<file path="config.mk">
export PLATFORM = sky130hd
export DESIGN_NAME = multi_cycle_control
export DESIGN_NICKNAME = d
export VERILOG_FILES = /design/src/rtl/multi_cycle_control.sv
export SDC_FILE = /design/constraint.sdc
export NUM_CORES = 1
export LEC_CHECK = 0
export ABC_AREA = 1
export BUFFER_PORTS_ARGS = -buffer_cell sky130_fd_sc_hd__clkbuf_2
export CAP_MARGIN = 10
export CORE_MARGIN = 2
export CORE_UTILIZATION = 55
export DETAILED_ROUTE_END_ITERATION = 6
export GPL_ROUTABILITY_DRIVEN = 0
export GPL_TIMING_DRIVEN = 0
export PLACE_DENSITY = 0.81
export SLEW_MARGIN = 20
export SYNTH_ARGS = -nofsm -noshare
export SYNTH_HDL_FRONTEND = slang
export SYNTH_SLANG_ARGS = --single-unit
</file>
<file path="constraint.sdc">
create_clock -name CLK -period 3 [get_ports CLK]
set_input_delay 0.6 -clock CLK [delete_from_list [all_inputs] [get_ports CLK]]
set_output_delay 0.6 -clock CLK [all_outputs]
set_load 0.02 [all_outputs]
</file>
<file path="src/rtl/multi_cycle_control.sv">
// Multi-cycle LEGv8 subset sequencer: per-state datapath control with a data-memory ready/timeout handshake.
// Optional macro MC_PERF_COUNTERS_EN adds the CNT_W parameter and the CycleCount/RetireCount ports.
module multi_cycle_control #(
  parameter int MEM_TIMEOUT = 15
`ifdef MC_PERF_COUNTERS_EN
  , parameter int CNT_W = 32
`endif
) (
  input  logic        CLK,
  input  logic        Reset,
  input  logic [10:0] Opcode,
  input  logic        Zero,
  input  logic        MemReady,
  output logic [2:0]  State,
  output logic        IRWrite,
  output logic        PCWrite,
  output logic        PCSrc,
  output logic        Reg2Loc,
  output logic        ALUSrc,
  output logic        MemToReg,
  output logic        RegWrite,
  output logic        MemRead,
  output logic        MemWrite,
  output logic [1:0]  ALUOp,
  output logic        InstrRetired,
  output logic        Illegal,
  output logic        MemFault
`ifdef MC_PERF_COUNTERS_EN
  , output logic [CNT_W-1:0] CycleCount
  , output logic [CNT_W-1:0] RetireCount
`endif
);

  typedef enum logic [2:0] {
    S_FETCH  = 3'd0,
    S_DECODE = 3'd1,
    S_EXEC   = 3'd2,
    S_MEM    = 3'd3,
    S_WB     = 3'd4
  } state_t;

  typedef enum logic [2:0] {
    K_RTYPE, K_IMM, K_LDUR, K_STUR, K_CBZ, K_B, K_ILL
  } kind_t;

  typedef struct packed {
    logic       irwrite;
    logic       pcwrite;
    logic       pcsrc;
    logic       reg2loc;
    logic       alusrc;
    logic       memtoreg;
    logic       regwrite;
    logic       memread;
    logic       memwrite;
    logic [1:0] aluop;
    logic       retired;
    logic       illegal;
    logic       memfault;
  } ctrl_t;

  // Counter only has to reach MEM_TIMEOUT-1; the fault fires in the cycle it would reach MEM_TIMEOUT.
  localparam int TW = (MEM_TIMEOUT > 1) ? $clog2(MEM_TIMEOUT) : 1;

  function automatic kind_t classify(input logic [10:0] op);
    casez (op)
      11'b10110100???: return K_CBZ;
      11'b000101?????: return K_B;
      11'b1011001000?: return K_IMM;   // ORRI
      11'b11010011011: return K_IMM;   // LSL
      11'b10001011000,
      11'b11001011000,
      11'b10001010000,
      11'b10101010000: return K_RTYPE; // ADD, SUB, AND, ORR
      11'b11111000010: return K_LDUR;
      11'b11111000000: return K_STUR;
      default:         return K_ILL;
    endcase
  endfunction

  state_t        state, state_nxt;
  logic [10:0]   op_q;
  logic [TW-1:0] tmo_cnt;
  kind_t         kind, dec_kind;
  logic          mem_timeout;
  ctrl_t         c;

  assign kind        = classify(op_q);
  assign dec_kind    = classify(Opcode);
  assign mem_timeout = (MEM_TIMEOUT != 0) && (tmo_cnt == TW'(MEM_TIMEOUT - 1)) && !MemReady;

  // NOTE: state registers use non-blocking assignments so every flop samples pre-edge values.
  always_ff @(posedge CLK) begin
    if (Reset) begin
      state   <= S_FETCH;
      op_q    <= '0;
      tmo_cnt <= '0;
    end else begin
      state <= state_nxt;
      if (state == S_DECODE) op_q <= Opcode;
      if (state != S_MEM)    tmo_cnt <= '0;
      else if (!MemReady)    tmo_cnt <= tmo_cnt + TW'(1);
    end
  end

  // NOTE: every output and the next state get a default first so no path can infer a latch.
  always_comb begin
    c         = '0;
    state_nxt = state;

    if (state == S_EXEC || state == S_MEM || state == S_WB) begin
      unique case (kind)
        K_RTYPE: c.aluop = 2'b10;
        K_IMM:   begin c.alusrc = 1'b1; c.aluop = 2'b10; end
        K_LDUR:  begin c.alusrc = 1'b1; c.memtoreg = 1'b1; end
        K_STUR:  begin c.alusrc = 1'b1; c.reg2loc = 1'b1; end
        K_CBZ:   begin c.reg2loc = 1'b1; c.aluop = 2'b01; end
        default: ;
      endcase
    end

    case (state)
      S_FETCH: begin
        c.irwrite = 1'b1;
        state_nxt = S_DECODE;
      end
      S_DECODE: begin
        // The latch is not yet loaded, so the illegal check looks at the live opcode.
        if (dec_kind == K_ILL) begin
          c.illegal = 1'b1;
          c.pcwrite = 1'b1;
          state_nxt = S_FETCH;
        end else begin
          state_nxt = S_EXEC;
        end
      end
      S_EXEC: begin
        unique case (kind)
          K_RTYPE, K_IMM: state_nxt = S_WB;
          K_LDUR, K_STUR: state_nxt = S_MEM;
          K_CBZ: begin
            c.pcwrite = 1'b1;
            c.pcsrc   = Zero;
            state_nxt = S_FETCH;
          end
          K_B: begin
            c.pcwrite = 1'b1;
            c.pcsrc   = 1'b1;
            state_nxt = S_FETCH;
          end
          default: state_nxt = S_FETCH;
        endcase
      end
      S_MEM: begin
        c.memread  = (kind == K_LDUR);
        c.memwrite = (kind == K_STUR);
        if (MemReady) begin
          if (kind == K_LDUR) begin
            state_nxt = S_WB;
          end else begin
            c.pcwrite = 1'b1;
            state_nxt = S_FETCH;
          end
        end else if (mem_timeout) begin
          c.memfault = 1'b1;
          state_nxt  = S_FETCH;
        end
      end
      S_WB: begin
        c.regwrite = 1'b1;
        c.pcwrite  = 1'b1;
        state_nxt  = S_FETCH;
      end
      default: state_nxt = S_FETCH;
    endcase

    c.retired = c.pcwrite & ~c.illegal;
  end

  // Reset forces every enable low at once, so an aborted instruction cannot write anything.
  assign State = Reset ? 3'd0 : state;
  assign {IRWrite, PCWrite, PCSrc, Reg2Loc, ALUSrc, MemToReg, RegWrite, MemRead, MemWrite,
          ALUOp, InstrRetired, Illegal, MemFault} = Reset ? '0 : c;

`ifdef MC_PERF_COUNTERS_EN
  always_ff @(posedge CLK) begin
    if (Reset) begin
      CycleCount  <= '0;
      RetireCount <= '0;
    end else begin
      CycleCount <= CycleCount + CNT_W'(1);
      if (InstrRetired) RetireCount <= RetireCount + CNT_W'(1);
    end
  end
`endif

endmodule

</file>
# After elaboration in Yosys (flattened, before gate mapping)
# Index checks and enable logic that the tools add are counted.
# word_totals
ff_bits	18
# op_classes
n_reduce_logical	15
add_sub_neg	1
bitwise_logic	2
n_eq_ne	33
muxes	29
# op_table
op	n
$eq A11 B11 Y1 const B	14
$pmux W3 S6	2
$eq A10 B10 Y1 const B	2
$eq A8 B8 Y1 const B	2
$mux W3	5
$mux W14	1
$mux W1	13
$eq A3 B2 Y1 const B	4
$eq A3 B3 Y1 const B	4
$eq A6 B3 Y1 const B	2
$pmux W3 S4	1
$reduce_or A2 Y1	6
$pmux W2 S2	2
$reduce_or A4 Y1	2
$eq A3 B1 Y1 const B	2
$logic_not A3 Y1	2
$mux W2	3
$pmux W3 S2	1
$add A4 B1 Y4 const B	1
$eq A4 B4 Y1 const B	1
$pmux W1 S4	1
$ne A3 B2 Y1 const B	1
$ne A3 B3 Y1 const B	1
$reduce_or A3 Y1	1
5 further kinds	6

# Depth between registers and ports, before layout
# depth
ltp_word	9
depth_mapped	11

# Least setup slack after synthesis
# No wires, ideal clock.
# synth_path
path_kind	input port to output port
from	input Reset
to	output MemFault
arrival_time_ps	1635
path_slack_ps	765
stages	3
required_ps	2400
cell_sequence	nor2_1 nand2_1 nor3_1
# synth_via
elab_chain_len	1
# synth_rtl
item	line_no	text
start: declaration	10	input logic Reset,
$mux W14	183	ALUOp, InstrRetired, Illegal, MemFault} = Reset ? '0 : c;
end: declaration	27	output logic MemFault
# Every way passes these cells.

# Worst setup path after layout
# layout_path
from	register op_q[0]
to	output ALUSrc
# layout_via
elab_chain_len	8
# layout_rtl
item	line_no	text
start: declaration	82	logic [10:0] op_q;
start signal: assignment	100	if (state == S_DECODE) op_q <= Opcode;
$eq A11 B11 Y1	66	casez (op)
$reduce_or A4 Y1 / $reduce_or A2 Y1 (equally long branches)	n/a	
$pmux W3 S6 *	66	
$eq A3 B2 Y1 / $eq A3 B1 Y1 (equally long branches)	112	unique case (kind)
$reduce_or A3 Y1 (no line) *	n/a	
$mux W1 *	112	
$mux W3 *	111	if (state == S_EXEC || state == S_MEM || state == S_WB) begin
$mux W14 *	183	
end: declaration	19	output logic ALUSrc,
# Mark *: on every way between the ends. The rest lies on a longest branch, timed or not.

==> reports/metrics.csv <==
stage,metric,value,unit
cts,Clock Latency Late Sink,0.31,ns
worst_setup_path,CP startpoint kind,flip-flop,
yosys,top cell type's share of synthesized area,27.4,%
cts,H-tree depth reported by CTS,1,
floorplan,die footprint,2800,µm²
cts,Clock Root Buffer,clkbuf_4,
placed_design,placed insts,291,
cts,CTS tree,done,
sta,achievable frequency,415,MHz
grt,GRT Total Usage,24.9,%
grt,antenna violations before repair,0,
sta,"Setup violations, final",0,
yosys,post-synthesis sequential area ratio,27.4,%
flow_run,Max Cap Viol,0,
grt,largest net degree at the start of global routing,11,
floorplan,Initial Util,58.9,%
grt,grt ovf,0,
cts,setup bufs post-CTS,0,
sta,fin crit share,80.3,%
cts,Longest Clk Path Bufs,2,
drt,via count,1475,
yosys,syn_nets,249,
yosys,"flops & latches, synth",18,
layout,share of layout cells above drive strength 1,18.4,%
drt,router iterations before antenna repair,4,
drt,ANT nets after route,0,
power,PwrDens,348,nW/µm²
worst_setup_path,CP required,2.40,ns
layout,final non-filler cell total,295,
yosys,mean post-synth cell area,5.67,µm²
yosys,Synth Warn #,0,
cts,hold buffer count at CTS,0,
yosys,Cells after Synth,232,
drt,initial DRC count,33,
drt,Routed WL,3050,µm
cts,clk sinks,18,
worst_setup_path,crit path DAT,1.81,ns
sta,final number of hold-violating endpoints,0,
hold_path,Hold/Removal Path Class,input port to flip-flop,
cts,clock transition at the registers of the reported paths,0.11,ns
sta,Tmin final,2.41,ns
sta,setup TNS,0,ns
drt,wire length per cell,10.3,µm
floorplan,core footprint,2230,µm²
outcome,status,"finished, final reports clean",
floorplan,Rows,17,
floorplan,die height,52.9,µm
layout,"commonest non-fill, non-tap cells in the layout","nand2_1, nor2_1, inv_1",
worst_setup_path,CP dominant cell by count,nor2_1,
sta,max-slew violations,0,
worst_setup_path,largest fanout on the critical path,7,
sta,unrepaired setup endpoints after global routing,false,
worst_setup_path,CP Class,flip-flop to primary output,
yosys,dominant cells by area after synthesis,"dfxtp_1, nand2_1, nor2_1",
cts,clock buffer count from CTS,3,
layout,Antenna Cells,0,
floorplan,I/O pins,32,
worst_setup_path,Crit-path slowest cell,dfxtp_1,
worst_setup_path,CP cell instances,nor2_1 > inv_1 > nor2_1 > nor2_1 > nor2_4 > inv_2 > nand3_2 > nand2_1 > a21oi_1 > clkbuf_2,
layout,"most common cell after layout, fill and taps aside",nand2_1,
worst_setup_path,worst stage delay on the critical path,0.35,ns
placed_design,I/O Buffers,31,
power,Max IR drop VDD,0.267,mV
yosys,post-synth top area cell,dfxtp_1,
grt,global-route wire length before repair,5160,µm
placed_design,DPL Wire Length,2460,µm
sta,relative max-transition margin,69.6,%
layout,Layout Nets,285,
power,Leakage,0.000809,µW
yosys,post-synth cell types,24,
sta,Setup Skew,0.00817,ns
layout,Layout area overhead,17.2,%
grt,vias in the first global route,1273,
yosys,"Cell Area, Synth",1320,µm²
drt,via/cell ratio,5.00,
layout,post-layout util,69.1,%
sta,Worst-Margin Slew,0.453,ns
power,Tot Pwr,537,µW
drt,Post-route DRC,0,
cts,Post-CTS Resized,0,
floorplan,Die Width,52.9,µm
worst_setup_path,CP endpoint kind,primary output,
-- logic make-up after synthesis --
| group | Yosys count | synth area share (%) |
|---|---|---|
| simple gates | 133 | 44.0 |
| buf+inv | 42 | 12.1 |
| compound gates | 37 | 14.6 |
| flops | 18 | 27.4 |
| fa+ha+maj | 2 | 1.90 |
-- synth_stat cells --
library cell and n:
nand2_1 51, nor2_1 49, inv_1 35, dfxtp_1 18, a21oi_1 17, nand3_1 13
o21ai_0 13, nor3_1 5, inv_2 4, nand2_2 4, nand4_1 4, o21ai_1 3
a31oi_1 2, ha_1 2, nor2_4 2, nor3b_1 2, a21oi_2 1, and3_1 1
buf_1 1, buf_2 1, clkbuf_1 1, nand3_2 1, nor3_2 1, o22ai_1 1
-- per-stage QoR --
stage | hold slack, ns | instance area (µm²) | setup WS (ns)
6_report | 0.513 | 1540 | 0.591
5_1_grt | 0.544 | 1540 | 0.416
4_1_cts | 0.512 | 1540 | 0.580
3_5_place_dp | 0.505 | 1510 | 0.740
3_3_place_gp | 0.502 | 1510 | 0.736
2_1_floorplan | 0.471 | 1320 | 0.765
-- area by class of cell --
class,instances,area [µm²]
Multi-Input combinational cell,172,797
Fill cell,232,691
Sequential cell,18,360
Timing Repair Buffer,31,155
Inverter,39,146
Clock buffer,4,36.3
Tap cell,28,35.0
Buffer,3,12.5
-- state kept, by name (all words and copies together) (netlist names) --
signal	count
op_q	11
state	3
tmo_cnt	4
-- report_power, final --
| group | switching [µW] | total (µW) | leakage [µW] | internal [µW] |
|---|---|---|---|---|
| Sequential | 15.5 | 268 | 0.000148 | 253 |
| Clock | 83.7 | 158 | 0.0000210 | 74.2 |
| Combinational | 73.4 | 111 | 0.000640 | 37.6 |
| Total | 173 | 537 | 0.000809 | 365 |
-- routing by layer --
layer	vias up	GRT usage, %	wire [µm]
li1	801	-	-
met4	0	9.40	34
met5	-	0	0
met3	4	3.67	99
met2	21	40.0	1380
met1	649	33.6	1530
-- worst paths after layout --
check / start / to / cells after the start / slack [ns]
worst min register to register: tmo_cnt[0]$_SDFFE_PP0N_ / tmo_cnt[0]$_SDFFE_PP0N_ / 2 / 0.53
worst max-delay path: op_q[0]$_SDFFE_PP0N_ / ALUSrc / 10 / 0.59
worst max register to register: state[0]$_SDFFE_PP0P_ / op_q[0]$_SDFFE_PP0N_ / 5 / 1.61
worst min-delay path: Opcode[2] / op_q[2]$_SDFFE_PP0N_ / 3 / 0.51
-- worst max-delay path, delay by kind of cell, from the launching register on --
family                 cells  cell delay, ns
AOI/OAI and AO/OA          1            0.12
and+or+nand+nor            6            0.72
buffers and inverters      3            0.29
DFF                        1            0.35
Power figures use the tool's default switching activity.
